**src/rtl/rr_mux_arbiter.sv**
```systemverilog
// rtl/rr_mux_arbiter.sv - round-robin arbiter driving the 4:1 mux control
//
// Four sources compete for one shared mux path. Only one source is granted at a
// time, and the mux select is held for the whole ownership.
// Ports:
//   clk      in   rising-edge clock
//   reset_n  in   asynchronous active-low reset
//   req      in   [3:0] per-source request (bit i -> mux input i)
//   done     in   owner releases the mux
//   sel      out  [1:0] index of the current or most recent owner
//   grant    out  [3:0] one-hot grant, 0 when idle
//   busy     out  high while a grant is asserted
//   timeout  out  one-cycle pulse after a forced release
module rr_mux_arbiter #(
    parameter int TIMEOUT = 8
) (
    input  logic       clk,
    input  logic       reset_n,
    input  logic [3:0] req,
    input  logic       done,
    output logic [1:0] sel,
    output logic [3:0] grant,
    output logic       busy,
    output logic       timeout
);

    typedef enum logic {IDLE, OWN} state_e;

    localparam logic [7:0] CNT_LAST = 8'(TIMEOUT - 1);

    state_e     state_q, state_d;
    logic [3:0] grant_q, grant_d;
    logic [1:0] sel_q, sel_d;
    logic [1:0] ptr_q, ptr_d;
    logic [7:0] cnt_q, cnt_d;
    logic       timeout_q, timeout_d;

    logic [1:0] pick;
    logic       found;
    logic [1:0] cand;

    // Search starts just after the last owner, so the last owner has lowest
    // priority and rotation is fair.
    always_comb begin
        pick  = ptr_q;
        found = 1'b0;
        cand  = 2'b00;
        for (int i = 1; i <= 4; i++) begin
            cand = ptr_q + 2'(i);
            if (!found && req[cand]) begin
                pick  = cand;
                found = 1'b1;
            end
        end
    end

    always_comb begin
        state_d   = state_q;
        grant_d   = grant_q;
        sel_d     = sel_q;
        ptr_d     = ptr_q;
        cnt_d     = cnt_q;
        timeout_d = 1'b0;
        case (state_q)
            IDLE: begin
                if (found) begin
                    state_d = OWN;
                    grant_d = 4'b0001 << pick;
                    sel_d   = pick;
                    ptr_d   = pick;
                    cnt_d   = 8'd0;
                end
            end
            OWN: begin
                cnt_d = cnt_q + 8'd1;
                if (done || !req[sel_q] || (cnt_q == CNT_LAST)) begin
                    state_d   = IDLE;
                    grant_d   = 4'b0000;
                    // Forced release is flagged only when nothing else ended it.
                    timeout_d = (cnt_q == CNT_LAST) && !done && req[sel_q];
                end
            end
            default: state_d = IDLE;
        endcase
    end

    always_ff @(posedge clk or negedge reset_n) begin
        if (!reset_n) begin
            state_q   <= IDLE;
            grant_q   <= 4'b0000;
            sel_q     <= 2'b00;
            ptr_q     <= 2'd3;
            cnt_q     <= 8'd0;
            timeout_q <= 1'b0;
        end else begin
            state_q   <= state_d;
            grant_q   <= grant_d;
            sel_q     <= sel_d;
            ptr_q     <= ptr_d;
            cnt_q     <= cnt_d;
            timeout_q <= timeout_d;
        end
    end

    assign sel     = sel_q;
    assign grant   = grant_q;
    assign busy    = |grant_q;
    assign timeout = timeout_q;

endmodule

```
**config.mk**
```make
export PLATFORM = sky130hd
export DESIGN_NAME = rr_mux_arbiter
export DESIGN_NICKNAME = d
export VERILOG_FILES = /design/src/rtl/rr_mux_arbiter.sv
export SDC_FILE = /design/constraint.sdc
export NUM_CORES = 1
export LEC_CHECK = 0
export CORE_AREA = 3 3 60 62
export DETAILED_ROUTE_END_ITERATION = 8
export DIE_AREA = 0 0 63 65
export GPL_ROUTABILITY_DRIVEN = 0
export GPL_TIMING_DRIVEN = 0
export HOLD_SLACK_MARGIN = 0.06
export SLEW_MARGIN = 20
export SYNTH_ARGS = -nofsm -noshare
export SYNTH_HDL_FRONTEND = slang
export SYNTH_SLANG_ARGS = --single-unit
```
**constraint.sdc**
```tcl
create_clock -name clk -period 1.5 [get_ports clk]
set_clock_uncertainty 0.1 [all_clocks]
set_input_delay 0.45 -clock clk [delete_from_list [all_inputs] [get_ports clk]]
set_output_delay 0.45 -clock clk [all_outputs]
set_load 0.03 [all_outputs]
```
==> results_dict.tcl, run 1 <==
set metrics [dict create \
    status "finished with violations" \
    violations "negative setup slack" \
    synth_flop_cell "dfrtp_1" \
    clk_latency_ns 0.31 \
    pin_count 15 \
    die_area_um2 4100 \
    diodes 0 \
    yosysWarnings 0 \
    grt-ovfl-total 0 \
    synth.avg_cell_area_um2 10.1 \
    placed_cells 149 \
    synth_top_area_share_pct 43.6 \
    synth_edf_count 0 \
    yosys.cell_types.count 36 \
    rsz0062_at_grt "yes" \
    stdcell_area_um2 1290 \
    synth_top_cell_by_area "dfrtp_1" \
    firstDrtPassIters 4 \
    post-route-period-util_pct 131 \
    worstHoldPathType "flip-flop to flip-flop" \
    dpl.hpwl_mm 1.50 \
    critical_path.cell_chain "or4_4 -> buf_6" \
    synth-seq-area-share_pct 49.3 \
    cp_num_buf_inv 1 \
    root_buffer "clkbuf_4" \
    grt_start_max_net_pins 19 \
    instances_no_fill 163 \
    post-synth-top-count-cell "dfrtp_1" \
    critical_path_class "flip-flop to output pin" \
    ant_nets 0 \
    finalMaxSlewViolations 0 \
    worst_slack_ns -0.464 \
    antenna_found_initial 0 \
    critPathMaxFanout 2 \
    cts_buffers 3 \
    syn_inst 91 \
    placed_cell_area_um2 1120 \
    synth_seq_cells 18 \
    cts.sinks 18 \
    start_kind "flip-flop" \
    critPathArrivalTime_ns 1.41 \
    post_drt_wl_per_cell_um 13.9 \
    slowest_delay_ns 0.53 \
    synthTopCellsByArea "dfrtp_1, o21ai_0, dfstp_2" \
    vias_per_cell 5.04 \
    die_x_um 63 \
    synth_area_um2 918 \
    path_clk_slew_ns 0.11 \
    hold_viol 0 \
    fp.coreArea_um2 3080 \
    ir_worst_vdd_v 0.000671 \
    crit_family "simple AND/OR/NAND/NOR gates" \
    finalNetCount 128 \
    drc 0 \
    grt_pass1_wl_mm 3.74 \
    die_h_um 65 \
    first_global_vias 807 \
    fmax_ghz 0.509 \
    slowest_stage "or4_4" \
    power.leakage_uw 0.000553 \
    port-buffer-count 14 \
    cts_buffer_depth 2 \
    worstMarginPinSlew_ns 0.781 \
    power_density_nw_per_um2 1930 \
    async_reset_ff_share_pct 100 \
    drive_above_1_share_pct 44.5 \
    finalWirelength_mm 2.26 \
    required_ns 0.95 \
    num_rows 20 \
    synth_commonest_cells "dfrtp_1, o21ai_0, nor2_1" \
    grt_use_total_pct 11.7 \
    initial_utilization_pct 29.8 \
    finalSetupViolations 9 \
    htreeDepth 1 \
    maxSlewHeadroom_pct 47.8 \
    vias 822 \
    syn_to_final_growth_pct 40.6 \
    period_minus_slack_ns 1.96 \
    maxCapViolations 0 \
    drtIter0Drc 34 \
    syn-num-nets 99 \
    cts_tree "yes" \
    timing.critical_path.to_type "output pin" \
]
==> worst paths after layout <==
path / start / end / slack [ns] / cells past startpoint
max: grant[2] / busy / -0.46 / 2
min: cnt_q[6] / cnt_q[6] / 0.42 / 1
max reg2reg: cnt_q[5] / grant[1] / -0.10 / 4
min reg2reg: cnt_q[6] / cnt_q[6] / 0.42 / 1
max in group asynchronous: reset_n / sel[1] / 0.29 / 1
min in group asynchronous: reset_n / cnt_q[3] / 0.48 / 1
==> area by class of cell <==
cell class                      instances  area [um^2]
Tap cell                               44         55.1
Fill cell                             306         1790
Buffer                                  2         15.0
Multi-Input combinational cell         68          549
Timing Repair Buffer                   24          178
Sequential cell                        18          457
Inverter                                3         11.3
Clock buffer                            4         26.3
==> metrics by stage <==
| stage | setup WS (ns) | hold WS, ns | total power (uW) | TNS, ns | utilization, % |
|---|---|---|---|---|---|
| 6_report | -0.464 | 0.421 | 2490 | -0.998 | 42.0 |
| 5_1_grt | -0.487 | 0.452 | 2650 | -1.43 | 42.0 |
| 4_1_cts | -0.453 | 0.423 | 2210 | -1.24 | 38.3 |
| 3_5_place_dp | -0.640 | 0.397 | 1950 | -12.32 | 36.4 |
| 3_3_place_gp | -0.660 | 0.397 | 1920 | -12.08 | 36.4 |
| 2_1_floorplan | -0.127 | 0.0544 | 1550 | -0.288 | - |
==> placed cells by master, fill, tap and decap left out, types with 3 or more instances in the layout <==
| master | count |
|---|---|
| o2bb2ai_2 | 4 |
| o21ai_0 | 12 |
| buf_4 | 10 |
| dfrtp_2 | 3 |
| clkbuf_2 | 4 |
| buf_2 | 5 |
| clkbuf_4 | 4 |
| inv_1 | 3 |
| nand2_1 | 6 |
| dfrtp_1 | 13 |
| nor2_1 | 7 |
| buf_6 | 4 |
==> cells by family (layout without fill, tap and decap cells) <==
group | Yosys count | after routing | synth area share, %
flops | 18 | 18 | 49.3
compound gates | 33 | 33 | 25.3
simple gates | 32 | 32 | 19.3
fa+ha+maj | 1 | 1 | 1.36
buf+inv | 5 | 33 | 2.32
mux | 2 | 2 | 2.32
==> sequential cells by signal (all words and copies together), names as in the netlist <==
| signal | count |
|---|---|
| cnt_q | 8 |
| grant | 4 |
| ptr_q | 2 |
| sel | 2 |
| state_q | 1 |
| timeout | 1 |
==> what timing repair did <==
| action | in CTS | in global routing |
|---|---|---|
| setup endpoints to repair | 26 | 21 |
| pin swaps | 4 | 8 |
| setup buffers | 3 | 7 |
| hold buffers | 0 | 0 |
| cloned | 0 | 0 |
| resized for setup | 43 | 41 |
==> report_power, final <==
group / total, uW / leakage [uW] / internal [uW] / switching [uW]
Clock: 273 / 0.0000150 / 104 / 169
Sequential: 827 / 0.000228 / 673 / 155
Combinational: 1390 / 0.000311 / 625 / 763
Total: 2490 / 0.000553 / 1400 / 1090
==> per-layer routing <==
layer	part of all wire, %	track usage (%)	up-vias	wire length (um)
li1	-	-	397	-
met1	41	14.2	404	932
met5	0	0	-	0
met2	54	20.8	18	1230
met3	2.2	0.520	3	49
met4	2.1	6.61	0	48
No activity file was read; power rests on OpenSTA's default activity.
==> run 2: changes to the inputs <==
- RECOVER_POWER: unset -> 100
==> results_dict.tcl, run 2 (synthesized netlist as in run 1, its figures left out) <==
set metrics [dict create \
    status "finished with violations" \
    violations "negative setup slack" \
    placed_cell_area_um2 1120 \
    drtIter0Drc 15 \
    finalMaxSlewViolations 0 \
    ir_worst_vdd_v 0.000669 \
    finalWirelength_mm 2.26 \
    period_minus_slack_ns 1.96 \
    power_uw 2480 \
    cts.sinks 18 \
    path_clk_slew_ns 0.11 \
    worstHoldPathType "flip-flop to flip-flop" \
    grt_use_total_pct 11.7 \
    maxSlewHeadroom_pct 46.3 \
    diodes 0 \
    critical_path_class "flip-flop to output pin" \
    die_x_um 63 \
    power.leakage_uw 0.000546 \
    grt_start_max_net_pins 19 \
    final_cell_mix "dfrtp_1, o21ai_0, buf_4" \
    post_drt_wl_per_cell_um 13.8 \
    firstDrtPassIters 4 \
    vias 817 \
    initial_utilization_pct 29.8 \
    finalSetupViolations 9 \
    rsz0062_at_grt "yes" \
    worst_slack_ns -0.462 \
    cts_buffers 3 \
    fmax_ghz 0.510 \
    die_h_um 65 \
    hp-start "cnt_q[6]" \
    layout_commonest_cell "dfrtp_1" \
    antenna_found_initial 0 \
    root_buffer "clkbuf_4" \
    cts_tree "yes" \
    pin_count 15 \
    drc 0 \
    stdcell_area_um2 1270 \
    finalNetCount 128 \
    largest-register "cnt_q" \
    startpoint "grant[2]" \
    hold_viol 0 \
    critPathArrivalTime_ns 1.41 \
    fp.coreArea_um2 3080 \
    critPathMaxFanout 2 \
    dpl.hpwl_mm 1.50 \
    power_density_nw_per_um2 1960 \
    largest_reg_flops 8 \
    timing.critical_path.to_type "output pin" \
    start_kind "flip-flop" \
    ant_nets 0 \
    whs_path_depth 1 \
    port-buffer-count 14 \
    r2r_cells 4 \
    worstMarginPinSlew_ns 0.803 \
    drive_above_1_share_pct 42.9 \
    grt_pass1_wl_mm 3.74 \
    vias_per_cell 5.01 \
    clk_latency_ns 0.31 \
    cts_buffer_depth 2 \
    syn_to_final_growth_pct 38.3 \
    first_global_vias 807 \
    num_rows 20 \
    grt-ovfl-total 0 \
    r2r-start "cnt_q[5]" \
    die_area_um2 4100 \
    required_ns 0.95 \
    htreeDepth 1 \
    maxCapViolations 0 \
    fillers 310 \
    post-route-period-util_pct 131 \
]
run 2: layout make-up:
| type | instances | area (um^2) | area share (%) |
|---|---|---|---|
| multi-input cells | 68 | 534 | 42.1 |
| flip-flops and latches | 18 | 457 | 36.0 |
| repair buffers | 24 | 174 | 13.7 |
| well taps | 44 | 55.1 | 4.33 |
| clock buffers | 4 | 26.3 | 2.07 |
| plain buffers | 2 | 12.5 | 0.985 |
| inverters | 3 | 11.3 | 0.887 |
run 2: metrics by stage:
step	util [%]	hold slack [ns]	instances	worst slack, ns	TNS (ns)
2_1_floorplan	-	0.0544	91	-0.127	-0.288
4_1_cts	38.3	0.423	156	-0.453	-1.24
6_report	41.3	0.421	163	-0.462	-0.985
3_5_place_dp	36.4	0.397	149	-0.640	-12.32
5_1_grt	41.3	0.452	163	-0.487	-1.62
3_3_place_gp	36.4	0.397	149	-0.660	-12.08
run 2: path summary, 6_finish.rpt:
check                                end  slack [ns]
max in group asynchronous         sel[1]        0.19
worst max-delay path                busy       -0.46
min in group asynchronous       cnt_q[3]        0.56
worst min-delay path            cnt_q[6]        0.42
worst max register to register  grant[1]       -0.10
worst min register to register  cnt_q[6]        0.42
run 2: critical path, stage by stage, from the launching register on:
cell and delay (ns):
dfrtp_2 0.42, or4_4 0.53, buf_6 0.15
run 2: layer usage:
metal | vias up | GRT usage (%) | wire [um]
met2 | 16 | 20.8 | 1230
met4 | 0 | 6.61 | 48
met1 | 401 | 14.2 | 942
met3 | 3 | 0.520 | 39
li1 | 397 | - | -
met5 | - | 0 | 0
run 2: what timing repair did:
item | in CTS | in global routing
resized for setup | 43 | 41
pin swaps | 4 | 8
setup buffers | 3 | 7
setup endpoints to repair | 26 | 21
hold buffers | 0 | 0
run 2: report_power, final:
group | internal, uW | leakage [uW] | switching [uW]
Clock | 104 | 0.0000150 | 168
Sequential | 673 | 0.000228 | 155
Combinational | 623 | 0.000303 | 762
